===== src/rtl/nibble_serial_add_sched_if.sv =====
// rtl/nibble_serial_add_sched_if.sv - request, operand and result bundle for the nibble-serial add scheduler
interface nibble_serial_add_sched_if #(
  parameter int NIBBLES = 4
);
  localparam int W = 4 * NIBBLES;

  logic         req0;
  logic         req1;
  logic [W-1:0] a0;
  logic [W-1:0] b0;
  logic [W-1:0] a1;
  logic [W-1:0] b1;
  logic         cin0;
  logic         cin1;
  logic         gnt0;
  logic         gnt1;
  logic         busy;
  logic         done;
  logic         done_id;
  logic [W-1:0] sum;
  logic         cout;

  modport master (
    output req0, req1, a0, b0, a1, b1, cin0, cin1,
    input  gnt0, gnt1, busy, done, done_id, sum, cout
  );

  modport slave (
    input  req0, req1, a0, b0, a1, b1, cin0, cin1,
    output gnt0, gnt1, busy, done, done_id, sum, cout
  );
endinterface


===== src/rtl/nibble_serial_add_sched.sv =====
// rtl/nibble_serial_add_sched.sv - round-robin scheduler driving one 4-bit carry-select slice nibble-serially
module nibble_serial_add_sched #(
  parameter int NIBBLES = 4
) (
  input logic                    clk,
  input logic                    rst_n,
  nibble_serial_add_sched_if.slave bus
);
  localparam int W  = 4 * NIBBLES;
  localparam int KW = (NIBBLES > 1) ? $clog2(NIBBLES) : 1;
  localparam logic [KW-1:0] K_LAST = KW'(NIBBLES - 1);

  typedef enum logic [1:0] {IDLE, ADD, DONE} state_t;

  state_t        state;
  logic [W-1:0]  opa;
  logic [W-1:0]  opb;
  logic [W-1:0]  acc;
  logic [W-1:0]  acc_next;
  logic [W-1:0]  nib_mask;
  logic          carry;
  logic          last;
  logic          id;
  logic [KW-1:0] k;
  logic [3:0]    nib_a;
  logic [3:0]    nib_b;
  logic [4:0]    sum_c0;
  logic [4:0]    sum_c1;
  logic [4:0]    slice;
  logic          pick1;

  // Shift-based nibble select keeps the slice index width-agnostic.
  always_comb begin
    nib_a    = 4'(opa >> {k, 2'b00});
    nib_b    = 4'(opb >> {k, 2'b00});
    sum_c0   = {1'b0, nib_a} + {1'b0, nib_b};
    sum_c1   = {1'b0, nib_a} + {1'b0, nib_b} + 5'd1;
    slice    = carry ? sum_c1 : sum_c0;
    nib_mask = W'(4'hF) << {k, 2'b00};
    acc_next = (acc & ~nib_mask) | (W'(slice[3:0]) << {k, 2'b00});
  end

  // last==0 means client 0 was served most recently, so client 1 wins a tie.
  assign pick1 = bus.req1 & (~bus.req0 | ~last);

  always_ff @(posedge clk or negedge rst_n) begin
    if (!rst_n) begin
      state       <= IDLE;
      opa         <= '0;
      opb         <= '0;
      acc         <= '0;
      carry       <= 1'b0;
      k           <= '0;
      last        <= 1'b1;
      id          <= 1'b0;
      bus.gnt0    <= 1'b0;
      bus.gnt1    <= 1'b0;
      bus.busy    <= 1'b0;
      bus.done    <= 1'b0;
      bus.done_id <= 1'b0;
      bus.sum     <= '0;
      bus.cout    <= 1'b0;
    end else begin
      bus.gnt0 <= 1'b0;
      bus.gnt1 <= 1'b0;
      bus.done <= 1'b0;
      case (state)
        IDLE: begin
          if (bus.req0 | bus.req1) begin
            opa      <= pick1 ? bus.a1 : bus.a0;
            opb      <= pick1 ? bus.b1 : bus.b0;
            carry    <= pick1 ? bus.cin1 : bus.cin0;
            k        <= '0;
            id       <= pick1;
            last     <= pick1;
            bus.gnt0 <= ~pick1;
            bus.gnt1 <= pick1;
            bus.busy <= 1'b1;
            state    <= ADD;
          end
        end
        ADD: begin
          acc   <= acc_next;
          carry <= slice[4];
          k     <= k + KW'(1);
          if (k == K_LAST) begin
            bus.sum     <= acc_next;
            bus.cout    <= slice[4];
            bus.done_id <= id;
            bus.done    <= 1'b1;
            state       <= DONE;
          end
        end
        DONE: begin
          bus.busy <= 1'b0;
          state    <= IDLE;
        end
        default: state <= IDLE;
      endcase
    end
  end
endmodule


===== src/flat_wrapper.sv =====
// flat-port wrapper written by rule: the top's interface ports become plain ports
module nibble_serial_add_sched_flat 
#(
  parameter int NIBBLES = 4
)
  (clk, rst_n, bus_req0, bus_req1, bus_a0, bus_b0, bus_a1, bus_b1, bus_cin0, bus_cin1, bus_gnt0, bus_gnt1, bus_busy, bus_done, bus_done_id, bus_sum, bus_cout);
  nibble_serial_add_sched_if #(.NIBBLES(NIBBLES)) bus_i ();
  input logic clk;
  input logic rst_n;
  input wire logic [$bits(bus_i.req0)-1:0] bus_req0;
  input wire logic [$bits(bus_i.req1)-1:0] bus_req1;
  input wire logic [$bits(bus_i.a0)-1:0] bus_a0;
  input wire logic [$bits(bus_i.b0)-1:0] bus_b0;
  input wire logic [$bits(bus_i.a1)-1:0] bus_a1;
  input wire logic [$bits(bus_i.b1)-1:0] bus_b1;
  input wire logic [$bits(bus_i.cin0)-1:0] bus_cin0;
  input wire logic [$bits(bus_i.cin1)-1:0] bus_cin1;
  output wire logic [$bits(bus_i.gnt0)-1:0] bus_gnt0;
  output wire logic [$bits(bus_i.gnt1)-1:0] bus_gnt1;
  output wire logic [$bits(bus_i.busy)-1:0] bus_busy;
  output wire logic [$bits(bus_i.done)-1:0] bus_done;
  output wire logic [$bits(bus_i.done_id)-1:0] bus_done_id;
  output wire logic [$bits(bus_i.sum)-1:0] bus_sum;
  output wire logic [$bits(bus_i.cout)-1:0] bus_cout;
  assign bus_i.req0 = bus_req0;
  assign bus_i.req1 = bus_req1;
  assign bus_i.a0 = bus_a0;
  assign bus_i.b0 = bus_b0;
  assign bus_i.a1 = bus_a1;
  assign bus_i.b1 = bus_b1;
  assign bus_i.cin0 = bus_cin0;
  assign bus_i.cin1 = bus_cin1;
  assign bus_gnt0 = bus_i.gnt0;
  assign bus_gnt1 = bus_i.gnt1;
  assign bus_busy = bus_i.busy;
  assign bus_done = bus_i.done;
  assign bus_done_id = bus_i.done_id;
  assign bus_sum = bus_i.sum;
  assign bus_cout = bus_i.cout;
  nibble_serial_add_sched #(.NIBBLES(NIBBLES)) u_core (.clk(clk), .rst_n(rst_n), .bus(bus_i));
endmodule

===== config.mk =====
export PLATFORM = sky130hd
export DESIGN_NAME = nibble_serial_add_sched_flat
export DESIGN_NICKNAME = d
export VERILOG_FILES = /design/src/rtl/nibble_serial_add_sched_if.sv /design/src/rtl/nibble_serial_add_sched.sv /design/src/flat_wrapper.sv
export SDC_FILE = /design/constraint.sdc
export NUM_CORES = 1
export LEC_CHECK = 0
export BUFFER_PORTS_ARGS = -buffer_cell sky130_fd_sc_hd__buf_2
export CAP_MARGIN = 20
export CORE_ASPECT_RATIO = 1.4
export CORE_UTILIZATION = 50
export CTS_BUF_LIST = sky130_fd_sc_hd__clkbuf_16
export CTS_CLUSTER_DIAMETER = 150
export DETAILED_ROUTE_END_ITERATION = 10
export GPL_TIMING_DRIVEN = 0
export PLACE_DENSITY = 0.76
export SLEW_MARGIN = 15
export SYNTH_ARGS = -nofsm -noshare
export SYNTH_HDL_FRONTEND = slang
export SYNTH_SLANG_ARGS = --single-unit
export TNS_END_PERCENT = 50

===== constraint.sdc =====
create_clock -name clk -period 5.9 [get_ports clk]
set_input_delay 0.59 -clock clk [delete_from_list [all_inputs] [get_ports clk]]
set_output_delay 0.59 -clock clk [all_outputs]
set_load 0.005 [all_outputs]

==> results_dict.tcl, run 1 <==
set metrics [dict create \
    synthArstFlopShare_pct 100 \
    grt_setup_unrepaired "false" \
    fin_crit_sh_pct 58.5 \
    yosysTopAreaCell "dfrtp_1" \
    drive_gt1_share_pct 33.7 \
    dominantRegCellSynth "dfrtp_1" \
    grt_pass1_vias 2826 \
    grt_antenna_before_repair 0 \
    clockBufferDepth 2 \
    grt_pass1_wl_microns 13500 \
    finalSetupTns_ps 0 \
    synth-edff-count 0 \
    drv_cap 0 \
    worstSetupStartpointType "flop" \
    die_h_microns 101 \
    top_usage_layer "met2" \
    area_growth_pct 25.5 \
    whs_ps 162 \
    ant_nets 0 \
    skew_ps 3.46 \
    syn-num-nets 385 \
    io_buffers 91 \
    drv_slew 0 \
    dieWidth_microns 72.5 \
    wl_microns 8100 \
    vias 2839 \
    path_max_fanout 10 \
    grtUsageMet2_pct 44.6 \
    worstPathRequired_ps 6100 \
    yosysWarnings 0 \
    pwr_density_cell_nw_per_um2 713 \
    drtPass1Iterations 7 \
    cts.htree.levels 3 \
    combPwrFrac_pct 55.0 \
    syn_area_sq_um 3480 \
    grt_max_degree 49 \
    routedWlPerCell_microns 16.0 \
    met3_usage_pct 3.00 \
    cts_buffers 9 \
    clockRootBuffer "clkbuf_16" \
    period_needed_ps 3450 \
    netlist_instances 305 \
    synth_seq_cells 73 \
    yosysSeqAreaShare_pct 52.5 \
    start_util_pct 52.3 \
    finalSetupViolations 0 \
    sw_frac_of_total_pct 42.0 \
    grt_usage_pct 25.0 \
    cts_sinks 73 \
    p_clk_share_pct 16.9 \
    synth_top_area_share_pct 51.8 \
    end_kind "flop" \
    synth_cell_types 40 \
    slew_headroom_pct 56.9 \
    status "finished clean" \
    ctsResizeCount 0 \
    cts_tree "done" \
    core_area_sq_um 6660 \
    power.internal_uw 1810 \
    insertion_delay_ps 330 \
    rows 35 \
    met1_usage_pct 29.2 \
    final_core_util_pct 65.6 \
    drc_errors 0 \
    fin_nets 488 \
    hold_class "input pin to async pin" \
    timing.fmax_ghz 0.290 \
    path_class "flop to flop" \
    place_hpwl_microns 6030 \
    p_sw_uw 1310 \
    antenna_cells 0 \
    hold_violations 0 \
    syn_area_per_cell_sq_um 11.4 \
    vias_per_cell 5.62 \
    leakagePower_uw 0.00225 \
    synth_area_leaders "dfrtp_1 52%, a222oi_1 9.2%, mux4_2 5.2%" \
    gr-total-overflow 0 \
    gp_congestion 0.834 \
    drt_iter0_drc 338 \
    dieArea_sq_um 7300 \
    arrival_ps 3650 \
    hold_buffers 0 \
    pin_count 92 \
    cts_setup_buffers 0 \
    p_seq_share_pct 28.0 \
    vdd_drop_max_mv 0.374 \
    clk_pin_slew_worst_paths_ps 60 \
    worst-slew-pin-transition_ps 644 \
]
[through the flow]
stage	instances	instance area (sq um)	worst slack, ps	total power, uW
2_1_floorplan	305	3480	3010	2140
3_3_place_gp	488	4050	2520	2540
3_5_place_dp	489	4080	2460	2600
4_1_cts	505	4370	2400	3140
5_1_grt	505	4370	2250	3350
6_report	505	4370	2450	3120
[worst max-delay path: stages, from the launching register on]
cell and delay [ps]:
dfrtp_1 380, clkbuf_1 420, buf_2 370, mux4_2 370, ha_1 250, inv_1 70
fa_1 460, inv_1 100, ha_1 140, nand2_1 100, nor4b_2 300, xor2_1 250
o21ai_1 90
[cell usage in the layout (no fill, tap or decap), drive strengths merged]
| cell | count |
|---|---|
| a22o | 14 |
| dfrtp | 72 |
| nor4b | 1 |
| mux4 | 8 |
| a211oi | 1 |
| clkinv | 3 |
| fa | 1 |
| nor2 | 12 |
| bufinv | 1 |
| clkinvlp | 2 |
| xnor2 | 3 |
| dfstp | 1 |
| o31ai | 2 |
| o41ai | 1 |
| ha | 9 |
| and2 | 1 |
| mux2 | 2 |
| a21oi | 13 |
| nand2 | 24 |
| a21o | 3 |
| inv | 43 |
| o21ai | 17 |
| o21ba | 1 |
| nor3 | 1 |
| buf | 101 |
| mux2i | 1 |
| a21boi | 1 |
| clkbuf | 19 |
| and2b | 1 |
| a222oi | 32 |
| nor2b | 9 |
| nand3 | 5 |
| nor3b | 4 |
| a31oi | 1 |
| xor2 | 3 |
[flip-flops by register name, indices dropped and copies added (netlist names), 2 cells and up]
register        count
u_core.opa         16
u_core.bus.sum     16
u_core.k            2
u_core.state        2
u_core.acc         12
u_core.opb         16
[layer usage]
metal | wire length (microns) | part of all wire (%)
met1 | 3100 | 38
met2 | 4360 | 54
met3 | 443 | 5.5
met4 | 191 | 2.4
met5 | 0 | 0
[layout make-up]
cell class | count | area, sq um
timing repair buffer | 92 | 485
multi-input combinational | 171 | 1410
inverter | 42 | 158
tap | 92 | 115
sequential | 73 | 1830
fill | 539 | 2290
clock inverter | 7 | 62.6
buffer | 19 | 82.6
clock buffer | 9 | 225
[power groups by stage]
stage / Combinational [uW] / Clock, uW / Sequential [uW]
after CTS: 1730 / 532 / 874
after floorplan: 1290 / 0 / 843
final: 1710 / 528 / 874
after global placement: 1670 / 0 / 869
after detailed placement: 1720 / 0 / 880
after global routing: 1900 / 553 / 896
[synthesized netlist by cell type (2+ instances only)]
cell / number
o21ai_1: 3
nand3_1: 4
dfrtp_1: 72
o31ai_1: 2
nor2b_1: 9
a21oi_1: 13
nand2_1: 24
mux2_2: 2
xnor2_2: 2
nor2_4: 2
a21o_1: 2
ha_1: 9
xor2_1: 2
clkbuf_1: 10
a222oi_1: 32
o21ai_0: 14
inv_1: 42
a22o_1: 14
nor3b_1: 3
nor2_1: 9
buf_2: 9
mux4_2: 8
[path summary, 6_finish.rpt]
| kind | startpoint | endpoint | slack [ps] | cells past startpoint |
|---|---|---|---|---|
| setup / recovery | u_core.k[1]$_DFFE_PN0P_ | u_core.carry$_DFFE_PN0P_ | 2450 | 12 |
| hold / removal | rst_n | u_core.acc[6]$_DFFE_PN0P_ | 160 | 1 |
| setup reg to reg | u_core.k[1]$_DFFE_PN0P_ | u_core.carry$_DFFE_PN0P_ | 2450 | 12 |
| hold reg to reg | u_core.bus.sum[10]$_DFFE_PN0P_ | u_core.bus.sum[10]$_DFFE_PN0P_ | 470 | 2 |
| max in group asynchronous | rst_n | u_core.bus.cout$_DFFE_PN0P_ | 5200 | 2 |
| min in group clk | bus_a1[10] | u_core.opa[10]$_DFFE_PN0P_ | 460 | 3 |
[cells by family after synthesis]
family | Yosys count | synth area share, %
mux | 11 | 6.11
compound gates | 86 | 19.7
flops | 73 | 52.5
buf+inv | 61 | 6.90
xor+xnor | 6 | 2.16
simple gates | 58 | 8.84
fa+ha+maj | 10 | 3.81
Power figures use the tool's default switching activity.
==> inputs of run 2 (changes only) <==
--- a/config.mk
+++ b/config.mk
@@ -5,6 +5,7 @@
 export SDC_FILE = /design/constraint.sdc
 export NUM_CORES = 1
 export LEC_CHECK = 0
+export ABC_AREA = 1
 export BUFFER_PORTS_ARGS = -buffer_cell sky130_fd_sc_hd__buf_2
 export CAP_MARGIN = 20
 export CORE_ASPECT_RATIO = 1.4
==> constraint.sdc (replaced) <==
create_clock -name clk -period 3.4 [get_ports clk]
set_input_delay 0.34 -clock clk [delete_from_list [all_inputs] [get_ports clk]]
set_output_delay 0.34 -clock clk [all_outputs]
set_load 0.005 [all_outputs]
==> results_dict.tcl, run 2 <==
set metrics [dict create \
    synthArstFlopShare_pct 100 \
    worstHoldStart "bus_b0[1]" \
    ant_nets 0 \
    clk_pin_slew_worst_paths_ps 50 \
    routedWlPerCell_microns 13.5 \
    top_regs "u_core.bus.sum x16, u_core.opa x16, u_core.opb x16" \
    start_util_pct 52.1 \
    cts_buffers 9 \
    syn_area_sq_um 3660 \
    area_growth_pct 23.5 \
    synth_seq_cells 73 \
    place_hpwl_microns 6710 \
    insertion_delay_ps 330 \
    yosysSeqAreaShare_pct 49.9 \
    synth_cell_types 27 \
    drc_errors 0 \
    die_h_microns 103 \
    end_kind "flop" \
    fin_nets 653 \
    drv_cap 0 \
    worstSetupStartpointType "flop" \
    synth_top_area_share_pct 49.2 \
    io_buffers 91 \
    hold_depth 3 \
    vias_per_cell 5.23 \
    r2r_slack_ps 250 \
    grt_antenna_before_repair 0 \
    gr-total-overflow 0 \
    worstPathRequired_ps 3640 \
    status "finished clean" \
    clockRootBuffer "clkbuf_16" \
    slowest_stage "fa_1" \
    synthMuxAreaShare_pct 0 \
    path_max_fanout 11 \
    cts_sinks 73 \
    wl_microns 9080 \
    drtPass1Iterations 5 \
    gp_congestion 0.848 \
    r2r_end "u_core.acc[9]$_DFFE_PN0P_" \
    dieWidth_microns 74.3 \
    pin_count 92 \
    cts_setup_buffers 0 \
    fin_crit_sh_pct 92.7 \
    cts_tree "done" \
    synth_compound_area_share_pct 8.65 \
    finalSetupViolations 0 \
    crit_buf_inv 5 \
    arrival_ps 3390 \
    place_inst 656 \
    antenna_cells 0 \
    synth-edff-count 0 \
    drt_iter0_drc 178 \
    final_core_util_pct 64.3 \
    core_area_sq_um 7030 \
    grt_usage_pct 26.2 \
    synthAdderAreaFrac_pct 3.62 \
    period_needed_ps 3150 \
    synth-simple-area-share_pct 31.0 \
    slew_headroom_pct 66.0 \
    path_delay_family "adder cells" \
    dominantRegCellSynth "dfrtp_1" \
    path_class "flop to flop" \
    slowest_delay_ps 500 \
    critical_path_depth 15 \
    hold_class "input pin to flop" \
    fillers 627 \
    syn_area_per_cell_sq_um 7.80 \
    dieArea_sq_um 7670 \
    yosysWarnings 0 \
    synth_top_family_by_area "simple AND/OR/NAND/NOR gates" \
    worst-slew-pin-transition_ps 509 \
    hold_violations 0 \
    whs_ps 214 \
    final_common_cell "nand2_1" \
    grt_pass1_wl_microns 14900 \
    grt_setup_unrepaired "false" \
    layout_common_cells "201 x nand2_1, 102 x buf_2, 72 x dfrtp_1" \
    skew_ps 6.92 \
    path_cells "inv_2 -> clkbuf_4 -> o21ai_0 -> o22ai_1 -> ha_1 -> inv_1 -> fa_1 -> inv_1 -> ha_1 -> nand2_1 -> o21ai_0 -> nand2_1 -> o21ai_1 -> inv_1 -> o21ai_0" \
    r2r-start "u_core.k[1]$_DFFE_PN0P_" \
    finalSetupTns_ps 0 \
    instances_no_fill 673 \
    clockBufferDepth 2 \
    drive_gt1_share_pct 22.7 \
    synth_xor_area_share_pct 0.239 \
    leakagePower_uw 0.00242 \
    syn-num-nets 549 \
    netlist_instances 469 \
    pwr_density_cell_nw_per_um2 1100 \
    cts.htree.levels 3 \
    vias 3521 \
    rows 36 \
    hold_path_end "u_core.opb[1]$_DFFE_PN0P_" \
    drv_slew 0 \
    synthTopCellsByCount "201 x nand2_1, 72 x dfrtp_1, 45 x nand3_1" \
    timing.fmax_ghz 0.317 \
    vdd_drop_max_mv 0.575 \
    yosysTopAreaCell "dfrtp_1" \
    synth_area_leaders "dfrtp_1 49%, nand2_1 21%, nand3_1 6.2%" \
    yosysMostFrequentCell "nand2_1" \
    grt_pass1_vias 3346 \
    grt_max_degree 46 \
    reg2reg_depth 15 \
]
==> run 2: cell types whose count changed in the layout (fill, tap and decap cells not counted), moves of 9 or more <==
cell      delta
nand2_1    +177
a222oi_1    -32
nor2_1      +10
o21ai_0     +18
nand3_1     +41
a21oi_1      -9
a22o_1      -14
nor2b_1      -9
inv_1       -14
==> run 2: logic make-up (layout without fill, tap and decap cells) <==
family,count (synthesis),after routing
adders and majority gates,10,10
and+or+nand+nor,277,277
xor gates and xnor gates,1,1
AOI/OAI and AO/OA,57,57
DFF,73,73
buffers and inverters,51,160
==> run 2: tightest hold or removal path: stages <==
cell     delay, ps
buf_2           80
nand2_1         40
nand3_1         50
==> run 2: worst max-delay path by stage <==
stage | start | to | slack, ps
floorplan | u_core.k[0]$_DFFE_PN0P_ | u_core.acc[9]$_DFFE_PN0P_ | 790
global placement | u_core.k[1]$_DFFE_PN0P_ | u_core.acc[9]$_DFFE_PN0P_ | 410
detailed placement | u_core.k[1]$_DFFE_PN0P_ | u_core.bus.sum[9]$_DFFE_PN0P_ | 300
CTS | u_core.k[1]$_DFFE_PN0P_ | u_core.bus.sum[9]$_DFFE_PN0P_ | 260
global route | u_core.k[1]$_DFFE_PN0P_ | u_core.acc[9]$_DFFE_PN0P_ | 40
finish | u_core.k[1]$_DFFE_PN0P_ | u_core.acc[9]$_DFFE_PN0P_ | 250
==> run 2: area by class of cell <==
| type | count | area (sq um) | area share, % |
|---|---|---|---|
| Tap cell | 95 | 119 | 2.63 |
| Buffer | 22 | 131 | 2.91 |
| Clock inverter | 7 | 26.3 | 0.581 |
| Timing Repair Buffer | 93 | 488 | 10.8 |
| Clock buffer | 9 | 225 | 4.98 |
| Inverter | 29 | 109 | 2.41 |
| Multi-Input combinational cell | 345 | 1590 | 35.3 |
| Sequential cell | 73 | 1830 | 40.4 |
==> run 2: through the flow <==
step                power (uW)  area [sq um]  setup slack, ps
floorplan                 3370          3660              793
global placement          4010          4230              408
detailed placement        4110          4260              301
CTS                       4950          4520              264
global route              5410          4520             36.8
finish                    4960          4520              248
==> run 2: metal layers <==
layer | routed length [microns] | up-vias | GRT usage (%)
met5 | 0 | - | 0
met4 | 352 | 0 | 14.4
met3 | 384 | 40 | 4.75
met2 | 4790 | 132 | 46.2
met1 | 3550 | 1632 | 29.7
li1 | - | 1717 | -
==> run 2: power breakdown <==
| group | switching, uW | internal (uW) | leakage (uW) |
|---|---|---|---|
| logic | 1680 | 959 | 0.00136 |
| clock network | 325 | 475 | 0.000137 |
| registers | 247 | 1280 | 0.000915 |
| total | 2250 | 2710 | 0.00242 |
==> run 2: timing repair <==
item / 4_1_cts / 5_1_grt
endpoints found under the hold margin: 27 / 0
resized for setup: 0 / 1
setup endpoints to repair: 0 / 2
hold buffers: 1 / 0
==> inputs of run 3 (changes only) <==
--- a/config.mk
+++ b/config.mk
@@ -15,6 +15,7 @@
 export DETAILED_ROUTE_END_ITERATION = 10
 export GPL_TIMING_DRIVEN = 0
 export PLACE_DENSITY = 0.76
+export RECOVER_POWER = 100
 export SLEW_MARGIN = 15
 export SYNTH_ARGS = -nofsm -noshare
 export SYNTH_HDL_FRONTEND = slang
==> results_dict.tcl, run 3 (synthesized netlist as in run 2, its figures left out) <==
set metrics [dict create \
    wl_microns 9140 \
    core_area_sq_um 7030 \
    multiInputGateArea_sq_um 1570 \
    clockRootBuffer "clkbuf_16" \
    worstSetupStartpointType "flop" \
    fillers 651 \
    drc_errors 0 \
    fin_nets 653 \
    top_regs "u_core.bus.sum x16, u_core.opa x16, u_core.opb x16" \
    final_core_util_pct 63.0 \
    cts_buffers 9 \
    grt_pass1_wl_microns 14900 \
    vdd_drop_max_mv 0.575 \
    crit_top_cell "inv_1" \
    cts_tree "done" \
    slowest_stage "fa_1" \
    clk_pin_slew_worst_paths_ps 50 \
    path_class "flop to flop" \
    gr-total-overflow 0 \
    hold_class "input pin to flop" \
    antenna_cells 0 \
    hold_violations 0 \
    grt_antenna_before_repair 0 \
    routedWlPerCell_microns 13.6 \
    path_max_fanout 11 \
    start_util_pct 52.1 \
    worst-slew-pin-transition_ps 1520 \
    place_hpwl_microns 6710 \
    end_kind "flop" \
    slowest_delay_ps 500 \
    drv_cap 1 \
    leakagePower_uw 0.00232 \
    gp_congestion 0.848 \
    drtPass1Iterations 5 \
    fin_crit_sh_pct 92.8 \
    drive_gt1_share_pct 17.8 \
    io_buffers 91 \
    finalSetupViolations 0 \
    cts_setup_buffers 0 \
    drv_slew 30 \
    rows 36 \
    layout_common_cells "202 x nand2_1, 83 x buf_2, 72 x dfrtp_1" \
    ant_nets 0 \
    period_needed_ps 3150 \
    whs_ps 213 \
    place_inst 656 \
    finalSetupTns_ps 0 \
    cts.htree.levels 3 \
    vias 3521 \
    arrival_ps 3390 \
    regArea_sq_um 1830 \
    drt_iter0_drc 187 \
    path_cells "inv_1 -> buf_2 -> nor2_1 -> o22ai_1 -> ha_1 -> inv_1 -> fa_1 -> inv_1 -> ha_1 -> nand2_1 -> o21ai_0 -> nand2_1 -> o21ai_1 -> inv_1 -> o21ai_0" \
    pwr_density_cell_nw_per_um2 1110 \
    cts_sinks 73 \
    clockBufferDepth 2 \
    grt_pass1_vias 3346 \
    pin_count 92 \
    skew_ps 7.38 \
    insertion_delay_ps 330 \
    worstPathRequired_ps 3640 \
    grt_setup_unrepaired "false" \
    instances_no_fill 673 \
    area_growth_pct 21.0 \
    slew_headroom_pct -1.39 \
    violations "max-capacitance violations, max-slew violations" \
    dieWidth_microns 74.3 \
    final_common_cell "nand2_1" \
    grt_max_degree 46 \
    dieArea_sq_um 7670 \
    timing.fmax_ghz 0.317 \
    grt_usage_pct 26.2 \
    vias_per_cell 5.23 \
    die_h_microns 103 \
    status "finished with violations" \
]
==> run 3: path summary, 6_finish.rpt <==
| kind | start | end | cells after the start | slack (ps) |
|---|---|---|---|---|
| worst min-delay path | bus_b0[1] | u_core.opb[1]$_DFFE_PN0P_ | 3 | 210 |
| worst max-delay path | u_core.k[0]$_DFFE_PN0P_ | u_core.acc[9]$_DFFE_PN0P_ | 15 | 250 |
| min in group asynchronous | rst_n | u_core.bus.gnt1$_DFF_PN0_ | 2 | 920 |
| max in group asynchronous | rst_n | u_core.opa[10]$_DFFE_PN0P_ | 3 | 710 |
| worst min register to register | u_core.last$_DFFE_PN1P_ | u_core.last$_DFFE_PN1P_ | 2 | 470 |
| worst max register to register | u_core.k[0]$_DFFE_PN0P_ | u_core.acc[9]$_DFFE_PN0P_ | 15 | 250 |
==> run 3: stage by stage <==
stage	power (uW)	worst slack, ps	cell area, sq um
after floorplan	3370	793	3660
after global placement	4010	408	4230
after detailed placement	4110	301	4260
after CTS	4950	264	4520
after global routing	5330	51.3	4430
final	4900	245	4430
==> run 3: timing repair <==
| action | in CTS | in global routing |
|---|---|---|
| hold endpoints to repair | 27 | 0 |
| setup endpoints to repair | 0 | 2 |
| gates resized for setup | 0 | 1 |
| hold buffers | 1 | 0 |
==> run 3: worst max-delay path, delay by kind of cell, from the launching register on <==
family / cells / cell delay (ps)
and+or+nand+nor: 3 / 250
buffers and inverters: 5 / 660
adders and majority gates: 3 / 1000
AOI/OAI and AO/OA: 4 / 690
DFF: 1 / 460
==> run 3: layout make-up <==
cell class / count / share of cell area [%]
plain buffers: 22 / 2.35
well taps: 95 / 2.69
multi-input cells: 345 / 35.4
clock buffers: 9 / 5.09
flip-flops and latches: 73 / 41.3
clock inverters: 7 / 0.594
inverters: 29 / 2.46
repair buffers: 93 / 10.2
==> run 3: per-layer routing <==
| metal | up-vias | routed length, microns | part of all wire, % | GRT usage (%) |
|---|---|---|---|---|
| met5 | - | 0 | 0 | 0 |
| met4 | 0 | 332 | 3.6 | 14.4 |
| met3 | 31 | 415 | 4.5 | 4.75 |
| met2 | 130 | 4760 | 52 | 46.2 |
| met1 | 1647 | 3630 | 40 | 29.7 |
| li1 | 1713 | - | - | - |
==> run 3: report_power, final <==
| part | total (uW) | switching [uW] | internal (uW) |
|---|---|---|---|
| Clock | 804 | 330 | 475 |
| Combinational | 2570 | 1670 | 905 |
| Sequential | 1530 | 250 | 1280 |
| Total | 4900 | 2240 | 2660 |
